$ cat config.mk
export PLATFORM = sky130hd
export DESIGN_NAME = sram_responder
export DESIGN_NICKNAME = d
export VERILOG_FILES = /design/src/rtl/arm_mem_pkg.sv /design/src/rtl/sram_responder.sv
export SDC_FILE = /design/constraint.sdc
export NUM_CORES = 1
export LEC_CHECK = 0
export CAP_MARGIN = 20
export CORE_MARGIN = 5
export CORE_UTILIZATION = 51
export DETAILED_ROUTE_END_ITERATION = 10
export PLACE_DENSITY = 0.85
export SKIP_CTS_REPAIR_TIMING = 1
export SLEW_MARGIN = 20
export SYNTH_ARGS = -nofsm -noshare
export SYNTH_HDL_FRONTEND = slang
export SYNTH_SLANG_ARGS = --single-unit
$ cat constraint.sdc
create_clock -name clk -period 3.35 [get_ports clk]
set_input_delay 0.67 -clock clk [delete_from_list [all_inputs] [get_ports clk]]
set_output_delay 0.67 -clock clk [all_outputs]
set_load 0.01 [all_outputs]
$ cat src/rtl/arm_mem_pkg.sv
// Shared definitions for the data-memory path: responder FSM states,
// the default SRAM mapping base and the SRAM data width.
package arm_mem_pkg;

    typedef enum logic [1:0] {
        IDLE = 2'd0,
        LOW  = 2'd1,
        HIGH = 2'd2,
        DONE = 2'd3
    } state_t;

    localparam int unsigned DEFAULT_BASE_ADDR = 1024;
    localparam int unsigned SRAM_DW           = 16;

endpackage

$ cat src/rtl/sram_responder.sv
// Data-memory responder: runs each 32-bit word request as two 16-bit
// accesses on an asynchronous SRAM and signals completion on ready.
module sram_responder
    import arm_mem_pkg::*;
#(
    parameter int unsigned BASE_ADDR   = DEFAULT_BASE_ADDR,
    parameter int unsigned SRAM_ADDR_W = 18,
    parameter int unsigned WAIT_CYCLES = 2
) (
    input  logic                   clk,
    input  logic                   rst,
    input  logic                   mem_r_en,
    input  logic                   mem_w_en,
    input  logic [31:0]            address,
    input  logic [31:0]            wdata,
    output logic [31:0]            rdata,
    output logic                   ready,
    output logic [SRAM_ADDR_W-1:0] sram_addr,
    output logic [SRAM_DW-1:0]     sram_dq_out,
    input  logic [SRAM_DW-1:0]     sram_dq_in,
    output logic                   sram_dq_oe,
    output logic                   sram_we_n,
    output logic                   sram_oe_n
);

    localparam int unsigned IDX_W = SRAM_ADDR_W - 1;
    localparam logic [3:0]  LAST  = 4'(WAIT_CYCLES - 1);

    state_t             state;
    logic [3:0]         cnt;
    logic [IDX_W-1:0]   idx;
    logic [IDX_W-1:0]   req_idx;
    logic               is_write;
    logic [SRAM_DW-1:0] wdata_hi;
    logic [SRAM_DW-1:0] low_hold;
    logic               phase_end;

    // Out-of-range addresses wrap: the truncation is the whole mapping.
    assign req_idx   = IDX_W'((address - BASE_ADDR) >> 2);
    assign phase_end = (cnt == LAST);
    assign ready     = (state == DONE) || (state == IDLE && !mem_r_en && !mem_w_en);

    always_ff @(posedge clk or negedge rst) begin
        if (!rst) begin
            state       <= IDLE;
            cnt         <= '0;
            idx         <= '0;
            is_write    <= 1'b0;
            wdata_hi    <= '0;
            low_hold    <= '0;
            rdata       <= '0;
            sram_addr   <= '0;
            sram_dq_out <= '0;
            sram_dq_oe  <= 1'b0;
            sram_we_n   <= 1'b1;
            sram_oe_n   <= 1'b1;
        end else begin
            case (state)
                IDLE: begin
                    if (mem_w_en || mem_r_en) begin
                        state     <= LOW;
                        cnt       <= '0;
                        idx       <= req_idx;
                        is_write  <= mem_w_en;
                        sram_addr <= {req_idx, 1'b0};
                        if (mem_w_en) begin
                            wdata_hi    <= wdata[31:16];
                            sram_dq_out <= wdata[15:0];
                            sram_dq_oe  <= 1'b1;
                            sram_we_n   <= 1'b0;
                        end else begin
                            sram_oe_n <= 1'b0;
                        end
                    end
                end
                LOW: begin
                    if (phase_end) begin
                        state     <= HIGH;
                        cnt       <= '0;
                        sram_addr <= {idx, 1'b1};
                        if (is_write) begin
                            sram_dq_out <= wdata_hi;
                        end else begin
                            low_hold <= sram_dq_in;
                        end
                    end else begin
                        cnt <= cnt + 4'd1;
                    end
                end
                HIGH: begin
                    if (phase_end) begin
                        state      <= DONE;
                        cnt        <= '0;
                        sram_dq_oe <= 1'b0;
                        sram_we_n  <= 1'b1;
                        sram_oe_n  <= 1'b1;
                        if (!is_write) begin
                            rdata <= {sram_dq_in, low_hold};
                        end
                    end else begin
                        cnt <= cnt + 4'd1;
                    end
                end
                DONE: begin
                    state <= IDLE;
                end
                default: begin
                    state <= IDLE;
                end
            endcase
        end
    end

endmodule

==> summary.md, run 1 <==
| Metric | Value |
|---|---|
| Yosys top cell by area | `dfrtp_1` |
| Initial Utilization | `about half` |
| Largest net degree at the start of global routing | `43` |
| TritonCTS clock tree | `yes` |
| Fin area | `approximately 0.0075 mm^2` |
| Final setup fails | `0` |
| Syn Nets | `~500` |
| Critical path peak fanout | `11` |
| Setup TNS Final | `0 ps` |
| Synth area leaders | `dfrtp_1 58%, mux2_2 22%, nand2_1 2.9%` |
| First-pass GRT wire length | `about 20000 um` |
| Die Ht | `about 110 um` |
| Slew @ Worst Pin | `814 ps` |
| Yosys top cell area share | `roughly 58%` |
| Full die area | `0.0126 mm^2` |
| Post-Place Cells | `670` |
| Clock sink count | `about 130` |
| Placer congestion estimate | `0.792` |
| Worst EP arrival | `around 2400 ps` |
| Period utilization | `a little over 90%` |
| Initial antenna violation count | `0` |
| GR Util All Layers | `between 10% and 20%` |
| Vias | `approximately 3700` |
| Layout Nets | `~650` |
| Chip Width | `112 um` |
| Layout cells sized above 1 | `about 28%` |
| Critical Path RT | `2680 ps` |
| Routed WL | `around 12000 um` |
| Post-Synthesis Cells | `around 410` |
| Classification of the worst-slack hold path | `input port to async pin` |
| Number of nets with antenna violations after routing | `0` |
| Max Clk Rate | `approximately 330 MHz` |
| Worst skew pair latency | `around 500 ps` |
| Slew margin rel. | `between 40% and 50%` |
| Post-synth EDFFs | `0` |
| Peak supply drop | `slightly above 0.5 mV` |
| Syn. warnings | `0` |
| CP Launch Type | `flop` |
| Ys flop type | `dfrtp_1` |
| Outcome | `completed` |
| Root Driver | `clkbuf_8` |
| CP endpoint kind | `primary output` |
| Worst setup path class | `flop to primary output` |
| Area Growth Syn to Fin | `40.4%` |
| First-pass iteration count of the detailed router | `4` |
| Unrepaired setup endpoints after global routing | `no` |
| Hold_ws | `around 150 ps` |
| Number of H-tree levels | `4` |
| Vias per cell | `5.21` |
| Io pins | `154` |
| N_diodes | `0` |
| Fin. Hold Viols | `0` |
| Max_cap viols | `0` |
| Cell Area, Synth | `around 0.0053 mm^2` |
| Sequential fraction of the synthesis area | `between 50% and 60%` |
| Number of global-route vias before repair | `around 4100` |
| Clk pin slew, worst setup/hold paths | `around 60 ps` |
| # DRC | `0` |
| Final HPWL DP | `roughly 8400 um` |
| CTS Buf Count | `17` |
| Layout Skew | `4.91 ps` |
| DR WL/cell | `between 15 and 20 um` |
| #FFs+latches synth | `125` |
| Cell Pwr Density | `between 1000 and 1500 mW/mm^2` |
| Number of core rows | `37` |
| Minimum clock period | `just over 3000 ps` |
| Core area | `between 0.01 and 0.015 mm^2` |
| Mean Syn Cell Area | `about 13 um^2` |
| GRT overflow | `0` |
| Starting DRT DRC Count | `124` |
| Area after DPL | `0.00686 mm^2` |
| Port bufs | `around 140` |
| Leakage power | `about 3.2 nW` |
| Final slew viol count | `0` |
| Clock tree buffer depth | `2` |
| Synth cell types | `37` |
| Async set-reset flop share out of synthesis | `100%` |
| Final non-filler cell total | `roughly 700` |
-- report_power, final --
group	switching [W]	internal (W)
logic	0.00132	0.00177
registers	0.000413	0.00229
clock network	0.000665	0.00115
-- cell families (layout without fill, tap and decap cells) --
group	Yosys count	in the layout	share of synthesized area (%)
compound gates	49	49	5.53
xor+xnor	7	7	1.15
fa+ha+maj	7	7	1.65
buf+inv	25	187	2.09
flops	125	125	58.9
mux	114	114	23.9
simple gates	78	78	6.77
-- final cells by class --
class / instances / area, um^2
Tap cell: 136 / 170
Multi-Input combinational cell: 255 / 2090
Timing Repair Buffer: 148 / 1450
Inverter: 7 / 26.3
Clock inverter: 14 / 169
Sequential cell: 125 / 3130
Fill cell: 708 / 2760
Clock buffer: 18 / 428
-- per-stage QoR --
| step | util, % | total power [W] | setup WS (ps) |
|---|---|---|---|
| after detailed placement | 67.0 | 0.00583 | 250 |
| after global routing | 73.0 | 0.00809 | 231 |
| after global placement | 67.0 | 0.00566 | 288 |
| final | 73.0 | 0.00761 | 306 |
| after CTS | 72.9 | 0.00769 | -10.8 |
| after floorplan | - | 0.00442 | 1320 |
-- cell usage after synthesis (all sizes together) (2+ instances only) --
library cell	n
xor2	2
dfstp	2
xnor2	5
a21oi	8
nand2	42
a211oi	2
o211ai	4
mux2	106
nor3	2
nor3b	4
nand3	6
nor4	2
buf	9
nor2b	2
clkbuf	9
nor2	16
ha	7
mux2i	8
dfrtp	123
inv	7
o21ai	29
a21o	2
-- layout by cell type (no fill, tap or decap), types with 3 or more instances in the layout --
cell / count
clkinv_4: 4
nor2_1: 15
clkdlybuf4s50_1: 137
bufinv_16: 3
nand3_1: 6
a21oi_1: 7
mux2i_1: 8
buf_4: 11
nand2_1: 41
dfrtp_1: 123
mux2_2: 105
inv_1: 7
ha_1: 6
o21ai_0: 28
clkinv_2: 4
o211ai_1: 4
clkbuf_16: 16
xnor2_1: 5
-- sequential cells by signal, summed over array words and instances (netlist names) --
signal and cells:
sram_dq_out 16, low_hold 16, rdata 32, is_write 1, cnt 4, idx 17, state 2, sram_oe_n 1
sram_we_n 1, sram_addr 18, wdata_hi 16, sram_dq_oe 1
-- worst paths after layout --
| kind | from | endpoint | slack, ps | cells past startpoint |
|---|---|---|---|---|
| max in group asynchronous | rst | sram_dq_out[14] | 2260 | 2 |
| min in group clk | sram_addr[1] | sram_addr[1] | 480 | 2 |
| setup reg to reg | state[1] | sram_addr[12] | 1100 | 7 |
| hold reg to reg | sram_addr[1] | sram_addr[1] | 480 | 2 |
| hold / removal | rst | rdata[29] | 150 | 1 |
| setup / recovery | state[0] | ready | 310 | 5 |
-- metal layers --
metal	track usage (%)	up-vias	part of all wire (%)
met3	6.63	26	6.5
met5	0	-	0
li1	-	1726	-
met1	23.6	1794	41
met4	7.61	0	2.6
met2	32.9	117	50
-- worst max-delay path, stage by stage, from the launching register on --
cell and delay, ps:
dfrtp_1 420, inv_1 110, ha_1 400, nor3b_4 260
or2_2 140, clkdlybuf4s50_1 550
Note: power is estimated with default switching activity, not from simulation.
==> run 2, diff against run 1 <==
--- a/config.mk
+++ b/config.mk
@@ -10,6 +10,7 @@
 export CORE_UTILIZATION = 51
 export DETAILED_ROUTE_END_ITERATION = 10
 export PLACE_DENSITY = 0.85
+export RECOVER_POWER = 100
 export SKIP_CTS_REPAIR_TIMING = 1
 export SLEW_MARGIN = 20
 export SYNTH_ARGS = -nofsm -noshare
==> summary.md, run 2 (synthesized netlist as in run 1, its figures left out) <==
| Metric | Value |
|---|---|
| Period utilization | `91.3% (+0.39 points)` |
| Full die area | `0.0126 mm^2 (unchanged)` |
| Most frequent cells in the layout | `123 x dfrtp_1, 104 x mux2_2, 70 x dlygate4sd3_1` |
| Port bufs | `138 (unchanged)` |
| Final Total Pwr | `0.00737 W (-3.2%)` |
| Cell Pwr Density | `996 mW/mm^2 (-2.3%)` |
| Leakage power | `3.20 nW (+0.58%)` |
| GR Util All Layers | `19.7% (unchanged)` |
| Final slew viol count | `54 (+54)` |
| Most common cell after layout, fill and taps aside | `dfrtp_1` |
| N_diodes | `0 (unchanged)` |
| Max reg flops | `32 (unchanged)` |
| Root Driver | `clkbuf_8` |
| Number of nets with antenna violations after routing | `0 (unchanged)` |
| Failing checks | `capacitance limit, slew limit` |
| Placer congestion estimate | `0.792 (unchanged)` |
| Minimum clock period | `3060 ps (+13.1 ps)` |
| Most flop-heavy register | `rdata` |
| Largest net degree at the start of global routing | `43 (unchanged)` |
| Layout Skew | `5.81 ps (+0.906 ps)` |
| Slew margin rel. | `-50.9% (-96 points)` |
| Critical Path RT | `2680 ps (about the same)` |
| Critical path peak fanout | `11 (unchanged)` |
| Layout Nets | `645 (unchanged)` |
| Vias per cell | `5.21 (about the same)` |
| Worst EP arrival | `2390 ps (+20 ps)` |
| CTS Buf Count | `17 (unchanged)` |
| Final HPWL DP | `8430 um (unchanged)` |
| Clk pin slew, worst setup/hold paths | `60 ps (about the same)` |
| Slew @ Worst Pin | `2260 ps (+1450 ps)` |
| Outcome | `finished, violations left` |
| Number of H-tree levels | `4 (unchanged)` |
| First-pass iteration count of the detailed router | `4 (unchanged)` |
| Worst setup path class | `flop to primary output` |
| Chip Width | `112 um (unchanged)` |
| Routed WL | `11900 um (-0.66%)` |
| Fin. Hold Viols | `0 (unchanged)` |
| Clock tree buffer depth | `2 (unchanged)` |
| Area Growth Syn to Fin | `39.2%` |
| Worst skew pair latency | `500 ps (about the same)` |
| TritonCTS clock tree | `yes` |
| Classification of the worst-slack hold path | `flop to flop` |
| Io pins | `154 (unchanged)` |
| Max Clk Rate | `327 MHz (-0.43%)` |
| Area after DPL | `0.00686 mm^2 (unchanged)` |
| Core area | `0.0102 mm^2 (unchanged)` |
| Unrepaired setup endpoints after global routing | `no` |
| GRT overflow | `0 (unchanged)` |
| Peak supply drop | `0.504 mV (-1.7%)` |
| Number of core rows | `37 (unchanged)` |
| DR WL/cell | `16.9 um (-0.66%)` |
| # DRC | `0 (unchanged)` |
| Layout cells sized above 1 | `25.7% (-2.6 points)` |
| Initial Utilization | `52.0% (unchanged)` |
| Vias | `3666 (+0.082%)` |
| Max_cap viols | `2 (+2)` |
| CP Launch Type | `flop` |
| Die Ht | `112 um (unchanged)` |
| Fin area | `0.00740 mm^2 (-0.87%)` |
| Initial antenna violation count | `0 (unchanged)` |
| Final setup fails | `0 (unchanged)` |
| Number of global-route vias before repair | `4105 (unchanged)` |
| CP endpoint kind | `primary output` |
| Clock sink count | `125 (unchanged)` |
| Largest regs | `rdata x32, sram_addr x18, idx x17` |
| Starting DRT DRC Count | `99 (-20%)` |
| Setup TNS Final | `0 ps (unchanged)` |
| First-pass GRT wire length | `20000 um (unchanged)` |
run 2: per-layer routing:
metal,global-route usage [%],up-vias,wire [um]
li1,-,1722,-
met1,23.6,1797,4900
met2,32.9,121,5900
met3,6.63,26,769
met4,7.61,0,314
met5,0,-,0
run 2: critical path: stages, from the launching register on:
cell and delay (ps):
dfrtp_1 420, inv_1 100, ha_1 370, nor3b_1 290, or2_2 170, clkdlybuf4s50_1 550
run 2: final cells by class:
class                      count  area (um^2)
sequential                   125         3130
clock buffer                  18          428
timing repair buffer         148         1430
inverter                       7         26.3
tap                          136          170
multi-input combinational    255         2050
clock inverter                14          169
fill                         724         2830
run 2: path summary, 6_finish.rpt:
check,from,slack [ps],end,cells past startpoint
worst max-delay path,state[0],290,ready,5
worst min register to register,sram_addr[1],470,sram_addr[1],2
max in group asynchronous,rst,970,sram_dq_out[14],2
min in group asynchronous,rst,830,rdata[29],1
worst max register to register,cnt[1],530,sram_dq_out[2],7
worst min-delay path,sram_addr[1],470,sram_addr[1],2
run 2: through the flow:
step	utilization, %	std cells	worst slack, ps	hold WS [ps]
global route	72.3	703	156	507
CTS	72.9	702	-10.8	153
floorplan	-	405	1320	374
detailed placement	67.0	670	250	471
finish	72.3	703	293	472
global placement	67.0	670	288	464
run 2: where the power goes:
group          switching [W]  internal (W)  total [W]
Combinational        0.00131       0.00157    0.00288
Clock               0.000662       0.00115    0.00182
Sequential          0.000391       0.00229    0.00268
Total                0.00236       0.00501    0.00737
==> run 3, diff against run 2 <==
--- a/config.mk
+++ b/config.mk
@@ -6,7 +6,7 @@
 export NUM_CORES = 1
 export LEC_CHECK = 0
 export CAP_MARGIN = 20
-export CORE_MARGIN = 5
+export CORE_MARGIN = 3
 export CORE_UTILIZATION = 51
 export DETAILED_ROUTE_END_ITERATION = 10
 export PLACE_DENSITY = 0.85
==> summary.md, run 3 (synthesized netlist as in run 1, its figures left out) <==
| Metric | Value |
|---|---|
| Outcome | `completed` |
| First-pass iteration count of the detailed router | `4 (unchanged)` |
| Port bufs | `138 (unchanged)` |
| CP max stage cell | `clkdlybuf4s50_1` |
| Max Clk Rate | `318 MHz (-2.8%)` |
| Most frequent cells in the layout | `123 x dfrtp_1, 105 x mux2_2, 70 x dlygate4sd3_1` |
| Io pins | `154 (unchanged)` |
| # fillers | `668 (-7.7%)` |
| Slew margin rel. | `5.89% (+57 points)` |
| Cell Pwr Density | `990 mW/mm^2 (-0.63%)` |
| Setup TNS Final | `0 ps (unchanged)` |
| Final non-filler cell total | `695 (-1.1%)` |
| Clock sink count | `125 (unchanged)` |
| Final setup fails | `0 (unchanged)` |
| Critical Path RT | `2680 ps (about the same)` |
| Layout Skew | `7.86 ps (+2.04 ps)` |
| CTS Buf Count | `17 (unchanged)` |
| Layout cells sized above 1 | `25.6% (-0.13 points)` |
| Classification of the worst-slack hold path | `flop to flop` |
| Clk pin slew, worst setup/hold paths | `50 ps (about the same)` |
| Clock tree buffer depth | `2 (unchanged)` |
| Post-layout util | `73.9% (+1.6 points)` |
| Root Driver | `clkbuf_8` |
| Initial antenna violation count | `0 (unchanged)` |
| Minimum clock period | `3150 ps (+89.4 ps)` |
| Initial Utilization | `53.4% (+1.4 points)` |
| Final HPWL DP | `8110 um (-3.8%)` |
| TritonCTS clock tree | `yes` |
| Layout Nets | `642 (-0.47%)` |
| Fin. Hold Viols | `0 (unchanged)` |
| Largest regs | `rdata x32, sram_addr x18, idx x17` |
| Post-Place Cells | `665 (-0.75%)` |
| Final worst slack | `203 ps (-89.4 ps)` |
| Period utilization | `93.9% (+2.7 points)` |
| Hold_ws | `473 ps (+1.03 ps)` |
| Vias per cell | `5.29 (+1.5%)` |
| Worst-path cell chain | `inv_1, ha_1, nor3b_4, or2_2, clkdlybuf4s50_1` |
| Leakage power | `3.20 nW (-0.11%)` |
| DR WL/cell | `16.5 um (-2.5%)` |
| Slew @ Worst Pin | `1410 ps (-852 ps)` |
| Starting DRT DRC Count | `166 (+68%)` |
| Unrepaired setup endpoints after global routing | `no` |
| Core area | `0.00995 mm^2 (-2.7%)` |
| Max_cap viols | `0 (-2)` |
| Peak supply drop | `0.490 mV (-2.8%)` |
| Worst setup path class | `flop to primary output` |
| Placer congestion estimate | `0.809 (+2.2%)` |
| Number of H-tree levels | `4 (unchanged)` |
| Most flop-heavy register | `rdata` |
| Max reg flops | `32 (unchanged)` |
| Crit-path max cell delay | `530 ps (-20 ps)` |
| Number of global-route vias before repair | `3963 (-3.5%)` |
| Die Ht | `108 um (-3.6%)` |
| Routed WL | `11500 um (-3.6%)` |
| GR Util All Layers | `20.8% (+1.1 points)` |
| Chip Width | `108 um (-3.6%)` |
| Vias | `3677 (+0.30%)` |
| Final slew viol count | `0 (-100%)` |
| Worst skew pair latency | `500 ps (about the same)` |
| Most common cell after layout, fill and taps aside | `dfrtp_1` |
| Largest net degree at the start of global routing | `59 (+37%)` |
| Worst slack at placement | `285 ps (+34.9 ps)` |
| Critical path peak fanout | `11 (unchanged)` |
| Worst EP arrival | `2480 ps (+90 ps)` |
| Area Growth Syn to Fin | `38.3%` |
| Number of core rows | `36 (-2.7%)` |
| Number of nets with antenna violations after routing | `0 (unchanged)` |
| Full die area | `0.0117 mm^2 (-7.0%)` |
| First-pass GRT wire length | `18900 um (-5.4%)` |
| CP Launch Type | `flop` |
| # DRC | `0 (unchanged)` |
| CP endpoint kind | `primary output` |
| N_diodes | `0 (unchanged)` |
| GRT overflow | `0 (unchanged)` |
==> run 3: changes by cell type in the layout (fill, tap and decap cells not counted), moves of 2 or more <==
cell,previous run,this run
clkbuf_8,2,5
clkinv_4,4,0
nor3b_1,4,2
clkbuf_2,2,6
buf_4,3,0
clkbuf_1,6,4
==> run 3: power by group <==
group          internal [W]  switching [W]
Combinational       0.00157        0.00131
Sequential          0.00229       0.000393
Clock               0.00112       0.000598
Total               0.00499        0.00230
==> run 3: area by class of cell <==
| class | count | area (um^2) | share of cell area [%] |
|---|---|---|---|
| Multi-Input combinational cell | 255 | 2060 | 28.0 |
| Tap cell | 133 | 166 | 2.26 |
| Inverter | 7 | 26.3 | 0.357 |
| Clock buffer | 23 | 477 | 6.48 |
| Sequential cell | 125 | 3130 | 42.5 |
| Clock inverter | 7 | 87.6 | 1.19 |
| Timing Repair Buffer | 145 | 1410 | 19.1 |
==> run 3: layer usage <==
metal,vias up,share of wire [%],global-route usage [%]
li1,1717,-,-
met2,90,54,36.4
met5,-,0,0
met3,11,4.7,5.13
met1,1859,40,24.8
met4,0,1.3,8.12
==> run 3: final timing paths <==
check	from	end	slack (ps)	cells past startpoint
worst max register to register	state[1]	sram_addr[12]	320	7
max in group asynchronous	rst	low_hold[1]	930	2
worst min-delay path	sram_addr[6]	sram_addr[6]	470	2
worst min register to register	sram_addr[6]	sram_addr[6]	470	2
worst max-delay path	state[1]	ready	200	5
min in group asynchronous	rst	sram_dq_out[13]	490	1
==> run 3: per-stage QoR <==
step / instance area (um^2) / power [W]
CTS: 7410 / 0.00760
floorplan: 5320 / 0.00442
detailed placement: 6850 / 0.00582
global placement: 6850 / 0.00566
finish: 7360 / 0.00728
global route: 7360 / 0.00775
==> run 3: worst max-delay path, delay by kind of cell, from the launching register on <==
kind	cells	cell delay (ps)
buf+inv	2	630
simple gates	2	570
flops	1	410
fa+ha+maj	1	370
